<file path="config.mk">
export PLATFORM = sky130hd
export DESIGN_NAME = inbuf_vc_fifo
export DESIGN_NICKNAME = d
export VERILOG_FILES = /design/src/rtl/router_pkg.sv /design/src/rtl/vc_fifo.sv /design/src/rtl/inbuf_vc_fifo.sv
export SDC_FILE = /design/constraint.sdc
export NUM_CORES = 1
export LEC_CHECK = 0
export CAP_MARGIN = 20
export CORE_MARGIN = 4
export CORE_UTILIZATION = 35
export CTS_BUF_LIST = sky130_fd_sc_hd__clkbuf_16
export CTS_CLUSTER_DIAMETER = 100
export CTS_CLUSTER_SIZE = 14
export DETAILED_ROUTE_END_ITERATION = 8
export PLACE_DENSITY = 0.52
export SLEW_MARGIN = 40
export SYNTH_ARGS = -nofsm -noshare
export SYNTH_HDL_FRONTEND = slang
export SYNTH_HIERARCHICAL = 1
export SYNTH_SLANG_ARGS = --single-unit
</file>
<file path="constraint.sdc">
create_clock -name clk -period 3.5 [get_ports clk]
set_input_delay 0.525 -clock clk [delete_from_list [all_inputs] [get_ports clk]]
set_output_delay 0.525 -clock clk [all_outputs]
set_load 0.02 [all_outputs]
</file>
<file path="src/rtl/router_pkg.sv">
// Shared router defaults and the VC identifier type used across input-buffer blocks.
package router_pkg;
  localparam int DATA_W_DEF = 64;
  localparam int NUM_VC_DEF = 2;
  localparam int DEPTH_DEF  = 4;

  // Width of a VC index; a single VC still needs a 1-bit select.
  function automatic int vc_width(input int n);
    int c;
    c = $clog2(n);
    return (c < 1) ? 1 : c;
  endfunction

  localparam int VC_W_DEF = vc_width(NUM_VC_DEF);
  typedef logic [VC_W_DEF-1:0] vc_id_t;
endpackage

</file>
<file path="src/rtl/vc_fifo.sv">
// Single-VC flit FIFO: push/pop at the clock edge, registered occupancy, head visible the cycle after write.
// Push is ignored when full and pop is ignored when empty; the head reads as zero while empty.
module vc_fifo #(
  parameter int DATA_W = 64,
  parameter int DEPTH  = 4,
  localparam int PTR_W = $clog2(DEPTH),
  localparam int CNT_W = $clog2(DEPTH + 1)
) (
  input  logic              clk,
  input  logic              reset,
  input  logic              push,
  input  logic              pop,
  input  logic [DATA_W-1:0] din,
  output logic [DATA_W-1:0] head,
  output logic              full,
  output logic              empty,
  output logic [CNT_W-1:0]  count
);
  logic [DATA_W-1:0] mem [DEPTH];
  logic [PTR_W-1:0]  wr_ptr;
  logic [PTR_W-1:0]  rd_ptr;
  logic [CNT_W-1:0]  cnt;
  logic              do_push;
  logic              do_pop;

  assign full    = (cnt == CNT_W'(DEPTH));
  assign empty   = (cnt == '0);
  assign count   = cnt;
  assign do_push = push & ~full;
  assign do_pop  = pop & ~empty;
  // Storage is never cleared; the empty mask hides stale entries after reset.
  assign head    = empty ? '0 : mem[rd_ptr];

  always_ff @(posedge clk) begin
    if (do_push) mem[wr_ptr] <= din;
  end

  always_ff @(posedge clk) begin
    if (reset) begin
      wr_ptr <= '0;
      rd_ptr <= '0;
      cnt    <= '0;
    end else begin
      if (do_push) wr_ptr <= wr_ptr + PTR_W'(1);
      if (do_pop)  rd_ptr <= rd_ptr + PTR_W'(1);
      case ({do_push, do_pop})
        2'b10:   cnt <= cnt + CNT_W'(1);
        2'b01:   cnt <= cnt - CNT_W'(1);
        default: cnt <= cnt;
      endcase
    end
  end
endmodule

</file>
<file path="src/rtl/inbuf_vc_fifo.sv">
// Router input buffer: one FIFO per VC, link writes into ext_vc, forward side pops int_vc.
// ri is ~full[ext_vc] combinationally; illegal VC indices or popping an empty VC set the sticky err.
module inbuf_vc_fifo
  import router_pkg::*;
#(
  parameter int DATA_W = DATA_W_DEF,
  parameter int NUM_VC = NUM_VC_DEF,
  parameter int DEPTH  = DEPTH_DEF,
  localparam int VC_W  = vc_width(NUM_VC),
  localparam int CNT_W = $clog2(DEPTH + 1)
) (
  input  logic                     clk,
  input  logic                     reset,
  input  logic                     si,
  output logic                     ri,
  input  logic [DATA_W-1:0]        di,
  input  logic [VC_W-1:0]          ext_vc,
  input  logic [VC_W-1:0]          int_vc,
  input  logic                     deq,
  output logic [NUM_VC-1:0]        full,
  output logic [NUM_VC-1:0]        empty,
  output logic [NUM_VC*CNT_W-1:0]  count,
  output logic [NUM_VC*DATA_W-1:0] q,
  output logic                     err
);
  localparam logic [VC_W:0] NUM_VC_L = (VC_W + 1)'(NUM_VC);

  logic              ext_ok;
  logic              int_ok;
  logic              ext_full;
  logic              int_empty;
  logic              proto_err;
  logic [NUM_VC-1:0] push;
  logic [NUM_VC-1:0] pop;

  assign ext_ok = ({1'b0, ext_vc} < NUM_VC_L);
  assign int_ok = ({1'b0, int_vc} < NUM_VC_L);

  // Out-of-range selects fall through to "full"/"empty", which blocks both ports.
  always_comb begin
    ext_full  = 1'b1;
    int_empty = 1'b1;
    for (int v = 0; v < NUM_VC; v++) begin
      if (ext_vc == VC_W'(v)) ext_full  = full[v];
      if (int_vc == VC_W'(v)) int_empty = empty[v];
    end
  end

  assign ri        = ext_ok & ~ext_full;
  assign proto_err = ~ext_ok | ~int_ok | (deq & int_empty);

  for (genvar v = 0; v < NUM_VC; v++) begin : g_vc
    assign push[v] = si & ri & (ext_vc == VC_W'(v));
    assign pop[v]  = deq & int_ok & ~empty[v] & (int_vc == VC_W'(v));

    vc_fifo #(
      .DATA_W (DATA_W),
      .DEPTH  (DEPTH)
    ) u_fifo (
      .clk   (clk),
      .reset (reset),
      .push  (push[v]),
      .pop   (pop[v]),
      .din   (di),
      .head  (q[v*DATA_W +: DATA_W]),
      .full  (full[v]),
      .empty (empty[v]),
      .count (count[v*CNT_W +: CNT_W])
    );
  end

  always_ff @(posedge clk) begin
    if (reset)          err <= 1'b0;
    else if (proto_err) err <= 1'b1;
  end
endmodule
</file>
==> out/metrics.yaml <==
global_route:
  antenna_found_initial: 3
  grt.total_usage_pct: 14.83
  grt_pass1_wl_mm: 69.66
  grt_pass1_vias: 10420
  grt_overflow: 0
  grt_max_degree: 65
sta:
  drv_slew: 0
  rsz0062_at_grt: "false"
  finalCriticalPeriod_ns: 3.301
  finClkSkew_ns: 0.01896
  finalHoldViolCount: 0
  finalCritPeriodShare_pct: 94.32
  worst_slew_pin_slew_ns: 0.5439
  max_freq_ghz: 0.3029
  final.setup.tns_ns: 0
  setup_viol: 0
  slew_headroom_pct: 63.74
  setup_slack_ns: 0.1988
finish:
  layout_common_cells: "edfxtp_1, clkdlybuf4s50_1, mux4_2, nor2b_1, clkbuf_16"
  area_delta_synth_final_pct: 22.07
  stdcell_count: 1948
  num_antenna_cells: 0
  mostFrequentLayoutCell: "edfxtp_1"
  fin_nets: 1257
  n_fill_cell: 5090
  drive_above_1_share_pct: 18.93
floorplanning:
  initial_core_util_pct: 35.32
  die_height_um: 249.3
  ios: 210
  core_um2: 57700
  die_area_um2: 62150
  die_w_um: 249.3
  rows: 88
drt:
  dr_wl_met3_mm: 2.137
  routed_via_density: 4.967
  routed_wl_mm: 46.28
  wl_met1_mm: 21.36
  routed.top_layer: "met5"
  first_pass_iters: 4
  wl_met2_mm: 21.97
  drc: 0
  dr_total_vias: 9675
  drt-initial-drc-count: 614
  wl_per_cell_um: 23.76
  ant_nets: 0
critical_path:
  cp-end-kind: "output pin"
  crit_type: "register to output pin"
  cp_max_fo: 19
  crit_required_ns: 2.97
  worstPathArrival_ns: 2.78
  start_kind: "register"
synth:
  synth-xor-area-share_pct: 0.2579
  synth_seq_area_share_pct: 77.31
  synth-compound-area-share_pct: 0.4482
  synth-simple-area-share_pct: 5.090
  yosysWarnings: 6
  synthCells: 930
  syn_area_um2: 20380
  synthDistinctLibCells: 25
  ys_seq_elements: 531
  synth_top_family_by_area: "multiplexers"
  syn_nets: 1012
  synthTopCellsByArea: "edfxtp_1, mux4_2, nor2b_1"
  yosys.area.top_type: "edfxtp_1"
  syn_area_per_cell_um2: 21.91
  synth_top_area_share_pct: 75.45
  synth_mux_area_share_pct: 14.34
  synth_adder_area_share_pct: 0.8105
pwr:
  cellLeakagePower_nw: 7.571
  pwr-share-comb_pct: 8.9
  p_sw_mw: 2.786
  power-per-cell-area_nw_per_um2: 505.6
  finalPower_mw: 12.58
  internal-power_mw: 9.791
  pwr-share-clk_pct: 34.3
  max-vdd-ir-drop_v: 0.0003309
  p_sw_share_pct: 22.15
  pwr-share-seq_pct: 56.7
cts:
  clock-root-buffer: "clkbuf_16"
  worstSkewPairLatency_ns: 0.58
  cts_buffers: 43
  cts-resized-gates: 0
  holdBufCountCts: 0
  path_clk_slew_ns: 0.07
  cts_buffer_depth: 3
  cts_tree: "yes"
  ctsHtreeMaxLevel: 2
  cts_setup_buffers: 0
  numClockSinks: 531
run_status:
  status: "complete, no violations"
hold_path:
  hold_path.class: "input port to register"
placed_design:
  io_buffer_count: 209
  place_ws_ns: 0.4398
  placed_cells: 1895
  globalplace.congestion: 0.6821
  place_hpwl_mm: 28.54
job:
  drv_cap: 0
==> metrics by stage <==
stage               hold slack (ns)  util [%]  area, µm²
global placement             0.4610     41.12      23720
global route                 0.3676     43.11      24880
CTS                          0.4843     43.12      24880
finish                       0.3579     43.11      24880
detailed placement           0.4717     41.12      23720
floorplan                    0.4591         -      20380
==> power by group through the flow <==
stage / registers [mW] / logic [mW] / clock network (mW)
2_1_floorplan: 7.28 / 0.507 / 0
3_3_place_gp: 7.27 / 1.15 / 0
3_5_place_dp: 7.28 / 1.15 / 0
4_1_cts: 7.14 / 1.16 / 4.49
5_1_grt: 7.15 / 1.21 / 4.71
6_report: 7.14 / 1.12 / 4.32
==> state kept, by name, indices dropped and copies added, names as in the netlist, named ones only <==
register,cells
g_vc.u_fifo/mem,512
g_vc.u_fifo/wr_ptr,4
err,1
g_vc.u_fifo/count,6
g_vc.u_fifo/rd_ptr,4
==> worst paths after layout <==
kind	end	slack [ns]	depth (start not counted)	from
min reg2reg	register	0.48	2	g_vc[0].u_fifo/rd_ptr[1]
max reg2reg	g_vc[0].u_fifo/count[2]	0.88	10	g_vc[0].u_fifo/count[1]
min	register	0.36	2	reset
max	q[28]	0.20	4	register
==> synth_stat cells <==
cell / n
edfxtp_1: 512
nor2_1: 14
xor2_1: 6
buf_6: 14
nand2b_1: 5
mux4_2: 128
o21ai_0: 6
nor3b_1: 4
buf_1: 2
clkbuf_2: 2
nand2_1: 4
fa_1: 2
nor2b_1: 128
dfxtp_1: 19
clkbuf_1: 12
ha_1: 10
buf_2: 14
and2_1: 8
nor3_2: 2
o31ai_1: 2
inv_1: 17
mux2i_1: 4
or3_1: 6
o22ai_1: 1
a21oi_1: 8
==> kinds of logic (layout without fill, tap and decap cells) <==
| kind of cell | count (synthesis) | after routing |
|---|---|---|
| AOI/OAI and AO/OA | 17 | 17 |
| xor gates and xnor gates | 6 | 6 |
| adders and majority gates | 12 | 12 |
| buffers and inverters | 61 | 314 |
| DFF | 531 | 531 |
| muxes | 132 | 132 |
| and+or+nand+nor | 171 | 171 |
==> routing by layer <==
metal | vias up | track usage, %
met4 | 6 | 3.347
li1 | 4192 | -
met2 | 225 | 23.90
met5 | - | 0
met1 | 5193 | 21.24
met3 | 59 | 2.767
==> layout make-up <==
| type | count | area [µm²] | share of cell area, % |
|---|---|---|---|
| Clock buffer | 43 | 1076 | 4.326 |
| Timing Repair Buffer | 244 | 2625 | 10.55 |
| Multi-Input combinational cell | 338 | 4302 | 17.29 |
| Tap cell | 765 | 957.2 | 3.848 |
| Clock inverter | 10 | 81.33 | 0.3269 |
| Inverter | 17 | 63.81 | 0.2565 |
| Sequential cell | 531 | 15770 | 63.40 |
==> worst max-delay path, stage by stage, from the launching register on <==
cell             delay [ns]
dfxtp_4                0.65
buf_12                 0.26
mux4_2                 0.52
nor2b_1                0.14
clkdlybuf4s50_1        0.56
Power figures use the tool's default switching activity.
==> patch, RTL diff (same settings) <==
`NUM_VC_DEF`: 2 -> 1.
--- a/src/rtl/router_pkg.sv
+++ b/src/rtl/router_pkg.sv
@@ -1,7 +1,7 @@
 // Shared router defaults and the VC identifier type used across input-buffer blocks.
 package router_pkg;
   localparam int DATA_W_DEF = 64;
-  localparam int NUM_VC_DEF = 2;
+  localparam int NUM_VC_DEF = 1;
   localparam int DEPTH_DEF  = 4;
 
   // Width of a VC index; a single VC still needs a 1-bit select.
Interface: changed (resized count, empty, full and q); port bits go from 210 to 141. No check against the original RTL was run, so the function may have changed too.
==> patch against the unedited design <==
- routed wire length decreased by 55%
- final area decreased by 48%
- worst hold slack improved by 0.13 ns
- area after synthesis is 50% lower
- total power decreased by 50%
- first-iteration DRC count shrank 55%
- maximum frequency is 2.4% higher
- setup slack improved by 0.077 ns
- clock skew down 0.012 ns
- utilization increased by 1.6 points
- sequential cell count fell by 265
==> patch: results (changes against the unedited design) <==
yosys:
  yosysSeqAreaShare: 0.7731  # about the same
  ys_top_cells_by_area: "edfxtp_1 75%, mux4_2 14%, nor2b_1 3.9%"  # unchanged
  synthesis.nets: 541  # was 1012
global_route:
  grt_use_met3: 0.02784  # was 0.02767
  grt_use_met2: 0.2128  # was 0.2390
  grt_pass1_vias: 5344  # was 10420
  use_met1: 0.1838  # was 0.2124
  grt_pass1_wl_um: 31770  # was 69660 um
  grt_max_degree: 46  # was 65
power:
  p_switching_mw: 1.341  # was 2.786 mW
  ir_worst_vdd_uv: 215.0  # was 330.9 uV
  leakage_nw: 3.992  # was 7.571 nW
setup_path:
  cpMaxStageDelayCell: "mux4_2"  # was dfxtp_4
  crit_path_end: "q[35]"  # was q[28]
  cp_max_fo: 36  # was 19
  crit_arrival_ns: 2.70  # was 2.78 ns
  slowest_delay_ns: 0.59  # was 0.65 ns
  reg2reg_setup_slack_ns: 0.79  # was 0.88 ns
  rr_startpoint: "g_vc[0].u_fifo/count[2]$_SDFFE_PP0P_"  # was g_vc[0].u_fifo/count[1]$_SDFFE_PP0P_
worst_hold_path:
  min_from: "g_vc[0].u_fifo/rd_ptr[1]$_SDFFE_PP0P_"  # was reset
  worst_hold_path_type: "register to register"  # was primary input to register
clock_tree:
  cts_made_buffers: 22  # was 43
  h-tree-depth: 1  # was 2
drt:
  wl_met1_um: 9467  # was 21360 um
  drtPass1Iterations: 5  # was 4
  vias_per_cell: 4.802  # was 4.967
layout:
  nClkBuffers: 23  # was 43
  syn_to_final_growth_pct: 25.71  # was 22.07%
  num-nonclk-inverters: 8  # was 17
  layout-drive-gt1-share: 0.1763  # was 0.1893
  finalNetCount: 701  # was 1257
  largest_register_ffs: 256  # was 512
  buffers_excl_clock: 158  # was 244
  fill_cells: 2497  # was 5090
timing:
  worst_pin_slew_ns: 0.5914  # was 0.5439 ns
  fin_crit_sh: 0.9211  # was 0.9432
placement:
  hpwlAfterDp_um: 12680  # was 28540 um
  port-buffer-count: 140  # was 209
die:
  die_area_um2: 31940  # was 62150 um2
run_status:
  outcome: "finished, final reports clean"  # unchanged
==> patch: changes by cell type in the layout (fill, tap and decap cells not counted), sizes merged, moves of 4 or more <==
cell	change
a21oi	-4
buf	-18
clkbuf	-20
clkdlybuf4s50	-68
dfxtp	-9
edfxtp	-256
ha	-5
mux4	-64
nor2	-6
nor2b	-64
==> patch: cells by family (layout without fill, tap and decap cells) <==
logic type | count (synthesis) | after routing | synth area share
AO/OA/AOI/OAI | 9 | 9 | 0.005641
flip-flops | 266 | 266 | 0.7731
multiplexers | 65 | 65 | 0.1423
buffers and inverters | 30 | 206 | 0.01717
adder cells (fa/ha/maj) | 6 | 6 | 0.008094
AND/OR/NAND/NOR | 86 | 86 | 0.05114
XOR/XNOR | 3 | 3 | 0.002576
==> patch: power groups by stage <==
stage                     Clock, mW  Combinational [mW]  Sequential [mW]
after CTS                      2.29               0.578             3.57
after detailed placement          0               0.575             3.64
after floorplan                   0               0.254             3.64
final                          2.21               0.564             3.57
after global routing           2.42               0.605             3.58
after global placement            0               0.567             3.64
